### config.mk
export PLATFORM = sky130hd
export DESIGN_NAME = kernel_coeff_loader_flat
export DESIGN_NICKNAME = d
export VERILOG_FILES = /design/src/rtl/kernel_coeff_loader_pkg.sv /design/src/rtl/kernel_coeff_loader_if.sv /design/src/rtl/kernel_coeff_loader_rom.sv /design/src/rtl/kernel_coeff_loader.sv /design/src/flat_wrapper.sv
export SDC_FILE = /design/constraint.sdc
export NUM_CORES = 1
export LEC_CHECK = 0
export CORE_ASPECT_RATIO = 1.1
export CORE_MARGIN = 2
export CORE_UTILIZATION = 56
export DETAILED_ROUTE_END_ITERATION = 7
export PLACE_DENSITY = 0.86
export SYNTH_ARGS = -nofsm -noshare
export SYNTH_HDL_FRONTEND = slang
export SYNTH_SLANG_ARGS = --single-unit
### constraint.sdc
create_clock -name i_clk -period 6.95 [get_ports i_clk]
set_clock_uncertainty 0.1 [all_clocks]
set_input_delay 1.39 -clock i_clk [delete_from_list [all_inputs] [get_ports i_clk]]
set_output_delay 1.39 -clock i_clk [all_outputs]
set_load 0.01 [all_outputs]
### src/rtl/kernel_coeff_loader_pkg.sv
`default_nettype none
// ============================================================================
// Module  : kernel_pkg
// Brief   : Shared constants, types and the 3x3 kernel table for the loader.
// Revision: 1.0 - initial release
// ============================================================================
package kernel_pkg;

  localparam int COEFF_W = 8;
  localparam int TAPS    = 9;
  localparam int SHIFT_W = 4;

  typedef logic signed [COEFF_W-1:0] coeff_t;

  typedef enum logic [1:0] {
    BOOT   = 2'd0,
    IDLE   = 2'd1,
    FETCH  = 2'd2,
    STAGED = 2'd3
  } state_t;

  // Taps are listed row-major, tap 0 (top-left) first; taps past 8 read as 0.
  function automatic coeff_t kernel_coeff(input logic [2:0] k, input logic [3:0] t);
    coeff_t v [TAPS];
    case (k)
      3'd0:    v = '{8'sd0, 8'sd0, 8'sd0, 8'sd0, 8'sd1, 8'sd0, 8'sd0, 8'sd0, 8'sd0};
      3'd1:    v = '{8'sd1, 8'sd1, 8'sd1, 8'sd1, 8'sd1, 8'sd1, 8'sd1, 8'sd1, 8'sd1};
      3'd2:    v = '{8'sd1, 8'sd2, 8'sd1, 8'sd2, 8'sd4, 8'sd2, 8'sd1, 8'sd2, 8'sd1};
      3'd3:    v = '{8'sd0, -8'sd1, 8'sd0, -8'sd1, 8'sd5, -8'sd1, 8'sd0, -8'sd1, 8'sd0};
      3'd4:    v = '{-8'sd1, 8'sd0, 8'sd1, -8'sd2, 8'sd0, 8'sd2, -8'sd1, 8'sd0, 8'sd1};
      3'd5:    v = '{-8'sd1, -8'sd2, -8'sd1, 8'sd0, 8'sd0, 8'sd0, 8'sd1, 8'sd2, 8'sd1};
      3'd6:    v = '{8'sd0, 8'sd1, 8'sd0, 8'sd1, -8'sd4, 8'sd1, 8'sd0, 8'sd1, 8'sd0};
      default: v = '{-8'sd2, -8'sd1, 8'sd0, -8'sd1, 8'sd1, 8'sd1, 8'sd0, 8'sd1, 8'sd2};
    endcase
    if (t < 4'd9) return v[t];
    return '0;
  endfunction

  function automatic logic [SHIFT_W-1:0] kernel_shift(input logic [2:0] k);
    case (k)
      3'd1:    return 4'd3;
      3'd2:    return 4'd4;
      default: return 4'd0;
    endcase
  endfunction

endpackage
`default_nettype wire

### src/rtl/kernel_coeff_loader_if.sv
`default_nettype none
// ============================================================================
// Module  : kernel_coeff_loader_if
// Brief   : Select/frame inputs and active-kernel outputs of the loader.
// Revision: 1.0 - initial release
// ============================================================================
interface kernel_coeff_loader_if #(
  parameter int ADDR_W = 3
);
  import kernel_pkg::*;

  logic [ADDR_W-1:0]        i_kernel_addr;
  logic                     i_frame_start;
  logic [TAPS*COEFF_W-1:0]  o_coeffs;
  logic [SHIFT_W-1:0]       o_norm_shift;
  logic [ADDR_W-1:0]        o_active_addr;
  logic                     o_kernel_valid;
  logic                     o_kernel_changed;
  logic                     o_busy;

  modport master (
    output i_kernel_addr, i_frame_start,
    input  o_coeffs, o_norm_shift, o_active_addr, o_kernel_valid, o_kernel_changed, o_busy
  );

  modport slave (
    input  i_kernel_addr, i_frame_start,
    output o_coeffs, o_norm_shift, o_active_addr, o_kernel_valid, o_kernel_changed, o_busy
  );

endinterface
`default_nettype wire

### src/rtl/kernel_coeff_loader_rom.sv
`default_nettype none
// ============================================================================
// Module  : kernel_rom
// Brief   : Synchronous-read kernel coefficient ROM, one cycle of latency.
// Revision: 1.0 - initial release
// ============================================================================
module kernel_rom #(
  parameter int ADDR_W = 3
) (
  input  logic                  i_clk,
  input  logic [ADDR_W+3:0]     i_addr,
  output kernel_pkg::coeff_t    o_data
);
  import kernel_pkg::*;

  coeff_t r_data;

  always_ff @(posedge i_clk) begin
    r_data <= kernel_coeff(i_addr[ADDR_W+3:4], i_addr[3:0]);
  end

  assign o_data = r_data;

endmodule
`default_nettype wire

### src/rtl/kernel_coeff_loader.sv
`default_nettype none
// ============================================================================
// Module  : kernel_coeff_loader
// Brief   : Fetches the selected kernel into a shadow bank, commits at vsync.
// Revision: 1.0 - initial release
// ============================================================================
module kernel_coeff_loader #(
  parameter int ADDR_W = 3
) (
  input  logic                   i_clk,
  input  logic                   i_reset_n,
  kernel_coeff_loader_if.slave   bus
);
  import kernel_pkg::*;

  state_t                   r_state;
  logic [ADDR_W-1:0]        r_fetch_addr;
  logic [3:0]               r_tap;
  logic                     r_booted;
  coeff_t                   r_shadow [TAPS];
  logic [SHIFT_W-1:0]       r_shadow_shift;

  logic [TAPS*COEFF_W-1:0]  r_coeffs;
  logic [SHIFT_W-1:0]       r_norm_shift;
  logic [ADDR_W-1:0]        r_active_addr;
  logic                     r_kernel_valid;
  logic                     r_kernel_changed;
  logic                     r_busy;

  logic                     w_addr_change;
  logic [ADDR_W+3:0]        w_rom_addr;
  coeff_t                   w_rom_data;

  assign w_addr_change = (bus.i_kernel_addr != r_fetch_addr);
  assign w_rom_addr    = {r_fetch_addr, r_tap};

  kernel_rom #(.ADDR_W(ADDR_W)) u_rom (
    .i_clk  (i_clk),
    .i_addr (w_rom_addr),
    .o_data (w_rom_data)
  );

  always_ff @(posedge i_clk or negedge i_reset_n) begin
    if (!i_reset_n) begin
      r_state          <= BOOT;
      r_fetch_addr     <= '0;
      r_tap            <= '0;
      r_booted         <= 1'b0;
      r_shadow_shift   <= '0;
      for (int i = 0; i < TAPS; i++) r_shadow[i] <= '0;
      r_coeffs         <= '0;
      r_norm_shift     <= '0;
      r_active_addr    <= '0;
      r_kernel_valid   <= 1'b0;
      r_kernel_changed <= 1'b0;
      r_busy           <= 1'b0;
    end else begin
      r_kernel_changed <= 1'b0;
      case (r_state)
        BOOT: begin
          r_fetch_addr <= bus.i_kernel_addr;
          r_tap        <= '0;
          r_state      <= FETCH;
          r_busy       <= 1'b1;
        end
        IDLE: begin
          if (w_addr_change) begin
            r_fetch_addr <= bus.i_kernel_addr;
            r_tap        <= '0;
            r_state      <= FETCH;
            r_busy       <= 1'b1;
          end
        end
        FETCH: begin
          // A new request restarts at tap 0; the partial shadow is simply overwritten.
          if (w_addr_change) begin
            r_fetch_addr <= bus.i_kernel_addr;
            r_tap        <= '0;
          end else begin
            if (r_tap == 4'd0) r_shadow_shift <= kernel_shift(r_fetch_addr);
            else               r_shadow[r_tap - 4'd1] <= w_rom_data;
            if (r_tap == 4'd9) r_state <= STAGED;
            else               r_tap   <= r_tap + 4'd1;
          end
        end
        STAGED: begin
          if (w_addr_change) begin
            r_fetch_addr <= bus.i_kernel_addr;
            r_tap        <= '0;
            r_state      <= FETCH;
          end else if (!r_booted || bus.i_frame_start) begin
            for (int i = 0; i < TAPS; i++) r_coeffs[i*COEFF_W +: COEFF_W] <= r_shadow[i];
            r_norm_shift     <= r_shadow_shift;
            r_active_addr    <= r_fetch_addr;
            r_kernel_valid   <= 1'b1;
            r_booted         <= 1'b1;
            r_kernel_changed <= 1'b1;
            r_busy           <= 1'b0;
            r_state          <= IDLE;
          end
        end
        default: r_state <= BOOT;
      endcase
    end
  end

  assign bus.o_coeffs         = r_coeffs;
  assign bus.o_norm_shift     = r_norm_shift;
  assign bus.o_active_addr    = r_active_addr;
  assign bus.o_kernel_valid   = r_kernel_valid;
  assign bus.o_kernel_changed = r_kernel_changed;
  assign bus.o_busy           = r_busy;

endmodule
`default_nettype wire

### src/flat_wrapper.sv
// flat-port wrapper written by rule: the top's interface ports become plain ports
module kernel_coeff_loader_flat import kernel_pkg::*;
#(
  parameter int ADDR_W = 3
)
  (i_clk, i_reset_n, bus_i_kernel_addr, bus_i_frame_start, bus_o_coeffs, bus_o_norm_shift, bus_o_active_addr, bus_o_kernel_valid, bus_o_kernel_changed, bus_o_busy);
  kernel_coeff_loader_if #(.ADDR_W(ADDR_W)) bus_i ();
  input  logic i_clk;
  input  logic i_reset_n;
  input wire logic [$bits(bus_i.i_kernel_addr)-1:0] bus_i_kernel_addr;
  input wire logic [$bits(bus_i.i_frame_start)-1:0] bus_i_frame_start;
  output wire logic [$bits(bus_i.o_coeffs)-1:0] bus_o_coeffs;
  output wire logic [$bits(bus_i.o_norm_shift)-1:0] bus_o_norm_shift;
  output wire logic [$bits(bus_i.o_active_addr)-1:0] bus_o_active_addr;
  output wire logic [$bits(bus_i.o_kernel_valid)-1:0] bus_o_kernel_valid;
  output wire logic [$bits(bus_i.o_kernel_changed)-1:0] bus_o_kernel_changed;
  output wire logic [$bits(bus_i.o_busy)-1:0] bus_o_busy;
  assign bus_i.i_kernel_addr = bus_i_kernel_addr;
  assign bus_i.i_frame_start = bus_i_frame_start;
  assign bus_o_coeffs = bus_i.o_coeffs;
  assign bus_o_norm_shift = bus_i.o_norm_shift;
  assign bus_o_active_addr = bus_i.o_active_addr;
  assign bus_o_kernel_valid = bus_i.o_kernel_valid;
  assign bus_o_kernel_changed = bus_i.o_kernel_changed;
  assign bus_o_busy = bus_i.o_busy;
  kernel_coeff_loader #(.ADDR_W(ADDR_W)) u_core (.i_clk(i_clk), .i_reset_n(i_reset_n), .bus(bus_i));
endmodule
==> results.sh, run 1 <==
export IMPL_cts_hold_buf=0
export IMPL_syn_nets=367
export IMPL_grt_usage_pct=20.2
export IMPL_synth_avg_cell_area_um2=12.6
export IMPL_seqCellArea_um2=2360
export IMPL_nets=405
export IMPL_wire_per_inst_um=16.2
export IMPL_cts_setup_buffers=0
export IMPL_vias_per_cell=5.37
export IMPL_required_ps=7110
export IMPL_cts_clk_slew_worst_paths_ps=90
export IMPL_setup_viol=0
export IMPL_die_h_um=97.6
export IMPL_grt_max_degree=91
export IMPL_powerDensity_nw_per_um2=183
export IMPL_die_area_um2=8700
export IMPL_async_flop_share_pct=95.8
export IMPL_hold_class="flip-flop to flip-flop"
export IMPL_ir_drop_mv=0.142
export IMPL_min_period_over_period_pct=51.3
export IMPL_clock_sinks=95
export IMPL_drt_first_pass_iters=4
export IMPL_start_kind="input pin"
export IMPL_synth_main_ff_cell="dfrtp_1"
export IMPL_ys_types=44
export IMPL_insertion_delay_ps=370
export IMPL_worstPathArrival_ps=3720
export IMPL_slew_violations=0
export IMPL_cts_tree="done"
export IMPL_ctsHtreeMaxLevel=3
export IMPL_grt_pass1_vias=2696
export IMPL_antenna_found_initial=0
export IMPL_syn_to_final_growth_pct=17.1
export IMPL_period_minus_slack_ps=3560
export IMPL_dp_hpwl_mm=5.50
export IMPL_yosysWarnings=0
export IMPL_synth_edf_count=0
export IMPL_drive_above_1_share_pct=25.6
export IMPL_synth_top_area_cell="dfrtp_1"
export IMPL_drt_total_wl_mm=8.21
export IMPL_coreArea_um2=7830
export IMPL_cap_violations=0
export IMPL_multi_input_area_um2=1660
export IMPL_fp_dieW_um=89.1
export IMPL_dp_cells=490
export IMPL_crit_chain="clkdlybuf4s50_1 > xor2_1 > or3_1 > nor3b_4 > and3_1 > mux2_4"
export IMPL_overflow=0
export IMPL_rows=34
export IMPL_n_antenna_cell=0
export IMPL_p_leak_nw=2.43
export IMPL_cts_max_path_buffers=2
export IMPL_ctsRootBufferMaster="clkbuf_8"
export IMPL_worstSetupEndpointType="flip-flop"
export IMPL_drt_iter0_drc=85
export IMPL_ios=88
export IMPL_nFillCells=597
export IMPL_grt_setup_unrepaired="no"
export IMPL_cp_max_fo=9
export IMPL_start_util_pct=57.0
export IMPL_gp_congestion=0.837
export IMPL_report_final_hold_viol_count=0
export IMPL_critical_path_slowest_cell="or3_1"
export IMPL_cp_top_family="simple AND/OR/NAND/NOR gates"
export IMPL_ant_nets=0
export IMPL_port_buffers=86
export IMPL_tightest_slew_ps=1090
export IMPL_synth_top_area_share_pct=51.0
export IMPL_grt_pass1_wl_mm=13.6
export IMPL_setup_tns_ps=0
export IMPL_relSlewSlack_pct=27.2
export IMPL_netlist_instances=355
export IMPL_max_freq_mhz=281
export IMPL_syn_cell_area_um2=4460
export IMPL_synth_area_leaders="dfrtp_1 (51%), mux2_2 (15%), buf_4 (6.4%), mux2_4 (5.4%), dfxtp_1 (1.8%)"
export IMPL_path_buf_inv=1
export IMPL_cts_resized_gates=0
export IMPL_fin_cells=506
export IMPL_status="finished, final reports clean"
export IMPL_drc=0
export IMPL_power_w=0.000954
export IMPL_max_stage_delay_ps=520
export IMPL_vias=2719
export IMPL_yosys_register_bits=95
export IMPL_numCtsBuffers=9
export IMPL_synth_seq_area_share_pct=52.8
export IMPL_crit_type="input pin to flip-flop"
==> kinds of logic (layout without fill, tap and decap cells) <==
group	Yosys count	in the layout	share of synthesized area (%)
and+or+nand+nor	64	64	7.96
muxes	78	78	21.0
xor gates and xnor gates	6	6	1.18
adders and majority gates	6	6	1.68
AOI/OAI and AO/OA	38	38	5.38
DFF	95	95	52.8
buffers and inverters	67	110	9.87
other	1	1	0.0840
==> final timing paths <==
kind	from	cells past startpoint	endpoint	slack [ps]
worst min register to register	u_core.r_shadow_shift[1]	2	u_core.r_shadow_shift[1]	380
max in group asynchronous	i_reset_n	2	u_core.r_shadow_shift[1]	4840
worst max-delay path	bus_i_kernel_addr[2]	6	u_core.r_shadow[2]	3390
worst max register to register	u_core.r_tap[0]	6	u_core.r_shadow[34]	3850
worst min-delay path	u_core.r_shadow_shift[1]	2	u_core.r_shadow_shift[1]	380
min in group asynchronous	i_reset_n	1	u_core.bus.o_coeffs[18]	680
==> layout make-up <==
class                   instances  area share [%]
clock buffers                  10            2.44
clock inverters                 6           0.862
inverters                       6           0.431
multi-input cells             193            31.8
flip-flops and latches         95            45.1
well taps                     108            2.59
repair buffers                 88            16.7
==> worst register-to-register path, stage by stage (launching register included) <==
cell	delay [ps]
dfrtp_1	760
inv_1	270
ha_1	350
mux2_2	280
o21ai_0	500
and3_1	390
mux2_4	330
==> state kept, by name, summed over array words and instances, names as in the netlist, 2 cells and up <==
| name | flops |
|---|---|
| u_core.bus.o_norm_shift | 2 |
| u_core.r_state | 2 |
| u_core.u_rom.o_data | 4 |
| u_core.r_fetch_addr | 3 |
| u_core.r_shadow | 36 |
| u_core.bus.o_coeffs | 36 |
| u_core.bus.o_active_addr | 3 |
| u_core.r_shadow_shift | 2 |
| u_core.r_tap | 4 |
==> layer usage <==
layer	global-route usage [%]	share of wire, %
met1	26.9	42
met2	32.5	51
met3	5.01	4.7
met4	5.86	1.9
met5	0	0
==> where the power goes <==
group	switching [W]	leakage (nW)	internal (W)
Sequential	0.0000182	1.29	0.000561
Combinational	0.0000282	1.07	0.0000204
Clock	0.000195	0.0789	0.000131
==> metrics by stage <==
step           area, um^2  util, %  setup WS, ps  hold WS, ps
2_1_floorplan        4460        -          3700          339
3_3_place_gp         5050     64.5          3060          363
3_5_place_dp         5050     64.5          3000          362
4_1_cts              5230     66.8          3400          381
5_1_grt              5230     66.8          3280          405
6_report             5230     66.8          3390          381
==> synthesized netlist by cell type, drive strengths merged (2+ instances only) <==
| library cell | number |
|---|---|
| o21ai | 13 |
| a22o | 2 |
| ha | 6 |
| dfrtp | 91 |
| nand3 | 9 |
| nor2 | 11 |
| a211oi | 2 |
| a22oi | 3 |
| dfxtp | 4 |
| nand4 | 2 |
| xor2 | 4 |
| nor2b | 4 |
| or3 | 2 |
| nor4b | 2 |
| xnor2 | 2 |
| inv | 6 |
| nand2 | 20 |
| nor3 | 4 |
| buf | 47 |
| a21oi | 9 |
| nand2b | 2 |
| and3 | 4 |
| clkbuf | 14 |
| mux2 | 77 |
==> layout by cell type (no fill, tap or decap), types with 3 or more instances in the layout <==
cell and count:
nand2_1 20, a22oi_1 3, clkinvlp_4 3, xor2_1 4, inv_1 6, clkbuf_8 9, clkdlybuf4s50_1 85, nor3_1 4
dfxtp_1 4, mux2_4 16, dfrtp_1 91, ha_1 6, o21ai_0 13, buf_4 3, nor2_1 11, and3_1 4
nand3_2 5, mux2_2 61, a21oi_1 9, nor2b_1 4, nand3_1 4
Note: power is estimated with default switching activity, not from simulation.
==> run 2: changes to the inputs <==
- CORE_UTILIZATION: 56 -> 52
- PLACE_DENSITY: 0.86 -> 0.8
- clock period: 6.95 -> 3.67 ns (I/O delays scaled with it)
==> run 2 against run 1 <==
Core utilization fell by 4.1 points. Total power rose by 90%. Global-route usage fell by 2.2 points. Final area rose by 0.22%. Worst setup slack got worse by 2600 ps. First-iteration DRC count rose by 25%. Clock-buffer cell count fell by 1. Sequential share of layout area fell by 0.097 points. Cell count rose by 0.59%. Routed wire length fell by 6.6%. Critical endpoint unchanged. Register-to-register slack got worse by 3000 ps.
==> results.sh, run 2 (synthesized netlist as in run 1, its figures left out) <==
export IMPL_clock_sinks=95
export IMPL_cts_clk_slew_worst_paths_ps=90
export IMPL_ant_nets=0
export IMPL_worstSetupEndpointType="flip-flop"
export IMPL_nFillCells=647
export IMPL_cap_violations=0
export IMPL_final_cell_mix="dfrtp_1 (91), clkdlybuf4s50_1 (85), mux2_2 (61), nand2_1 (20), mux2_4 (16)"
export IMPL_reg2reg_depth=7
export IMPL_p_clk_share_pct=34.6
export IMPL_r2r_start="u_core.r_tap[1]"
export IMPL_drt_total_wl_mm=7.66
export IMPL_wire_per_inst_um=15.1
export IMPL_cts_resized_gates=0
export IMPL_cts_setup_buffers=0
export IMPL_hold_class="flip-flop to flip-flop"
export IMPL_ctsHtreeMaxLevel=3
export IMPL_start_util_pct=53.3
export IMPL_period_minus_slack_ps=2870
export IMPL_syn_to_final_growth_pct=17.4
export IMPL_p_seq_share_pct=60.2
export IMPL_p_leak_nw=2.44
export IMPL_rr_endpoint="u_core.r_shadow[10]"
export IMPL_tightest_slew_ps=1090
export IMPL_cts_max_path_buffers=2
export IMPL_n_antenna_cell=0
export IMPL_regToRegSetupSlack_ps=830
export IMPL_drt_iter0_drc=106
export IMPL_slew_violations=0
export IMPL_grt_use_met1_pct=23.0
export IMPL_start_kind="input pin"
export IMPL_ir_drop_mv=0.189
export IMPL_switching_power_w=0.000460
export IMPL_ctsRootBufferMaster="clkbuf_8"
export IMPL_die_h_um=101
export IMPL_required_ps=3810
export IMPL_p_int_w=0.00135
export IMPL_grt_setup_unrepaired="no"
export IMPL_fp_dieW_um=92.3
export IMPL_antenna_found_initial=0
export IMPL_use_met2_pct=30.7
export IMPL_p_comb_share_pct=5.3
export IMPL_overflow=0
export IMPL_gp_congestion=0.788
export IMPL_vias=2663
export IMPL_crit_chain="clkdlybuf4s50_1 > xor2_1 > or3_1 > nor3b_4 > and3_1 > mux2_4"
export IMPL_multi_input_area_um2=1660
export IMPL_grt_pass1_vias=2699
export IMPL_layout_commonest_cell="dfrtp_1"
export IMPL_insertion_delay_ps=360
export IMPL_status="finished, final reports clean"
export IMPL_max_stage_delay_ps=520
export IMPL_drt_first_pass_iters=4
export IMPL_crit_type="input pin to flip-flop"
export IMPL_worstPathArrival_ps=3020
export IMPL_powerDensity_nw_per_um2=347
export IMPL_grt_usage_pct=18.0
export IMPL_numCtsBuffers=9
export IMPL_nets=405
export IMPL_port_buffers=86
export IMPL_setup_tns_ps=0
export IMPL_setup_viol=0
export IMPL_design_area_um2=5240
export IMPL_cp_max_fo=9
export IMPL_rows=35
export IMPL_dp_hpwl_mm=5.39
export IMPL_die_area_um2=9340
export IMPL_min_period_over_period_pct=78.3
export IMPL_report_final_hold_viol_count=0
export IMPL_cts_hold_buf=0
export IMPL_drc=0
export IMPL_min_to="u_core.r_shadow_shift[1]"
export IMPL_busiest_layer="met2"
export IMPL_seqCellArea_um2=2360
export IMPL_hold_start="u_core.r_shadow_shift[1]"
export IMPL_placed_area_um2=5060
export IMPL_relSlewSlack_pct=27.5
export IMPL_hold_depth=2
export IMPL_grt_max_degree=92
export IMPL_critical_path_slowest_cell="or3_1"
export IMPL_max_freq_mhz=348
export IMPL_vias_per_cell=5.23
export IMPL_switching_share_pct=25.4
export IMPL_grt_pass1_wl_mm=13.2
export IMPL_grt_util_met3_pct=4.76
export IMPL_cts_tree="done"
export IMPL_ios=88
export IMPL_coreArea_um2=8360
export IMPL_drive_above_1_share_pct=25.9
run 2: cell count changes in the layout (fill, tap and decap cells not counted):
| cell | delta |
|---|---|
| inv_8 | +1 |
| clkbuf_1 | -1 |
run 2: per-stage QoR:
| stage | power, W | cells | setup WS, ps | hold slack, ps | utilization (%) |
|---|---|---|---|---|---|
| final | 0.00182 | 509 | 796 | 378 | 62.6 |
| after global placement | 0.00121 | 493 | 431 | 364 | 60.4 |
| after detailed placement | 0.00121 | 493 | 410 | 361 | 60.4 |
| after floorplan | 0.00117 | 355 | 1080 | 338 | - |
| after CTS | 0.00183 | 509 | 799 | 383 | 62.6 |
| after global routing | 0.00189 | 509 | 602 | 428 | 62.6 |
run 2: layout make-up:
type / instances / share of cell area (%)
sequential: 95 / 45.0
inverter: 6 / 0.430
clock buffer: 9 / 2.37
multi-input combinational: 193 / 31.8
tap: 111 / 2.65
timing repair buffer: 88 / 16.7
clock inverter: 7 / 1.08
run 2: worst max path at each step:
stage	from	end	depth (start not counted)
2_1_floorplan	bus_i_kernel_addr[2]	u_core.r_shadow[10]	7
3_3_place_gp	bus_i_kernel_addr[2]	u_core.r_shadow[10]	6
3_5_place_dp	bus_i_kernel_addr[2]	u_core.r_shadow[10]	6
4_1_cts	bus_i_kernel_addr[2]	u_core.r_shadow[1]	6
5_1_grt	u_core.r_tap[1]	u_core.r_shadow[14]	7
6_report	bus_i_kernel_addr[2]	u_core.r_shadow[2]	6
run 2: power groups by stage:
stage	Clock, W	Sequential, W	Combinational, W
finish	0.000628	0.00109	0.0000953
global route	0.000685	0.00110	0.000110
CTS	0.000641	0.00109	0.0000978
detailed placement	0	0.00111	0.0000973
global placement	0	0.00111	0.0000959
floorplan	0	0.00110	0.0000685
run 2: layer usage:
metal  vias up  routed length [um]  share of wire, %
met4         0                  76              0.99
met5         -                   0                 0
met3         6                 272               3.5
li1       1262                   -                 -
met1      1334                3500                46
met2        61                3820                50
run 2: worst max-delay path, delay by kind of cell:
family,cells,cell delay (ps)
xor gates and xnor gates,1,160
and+or+nand+nor,3,1360
buffers and inverters,1,420
muxes,1,330
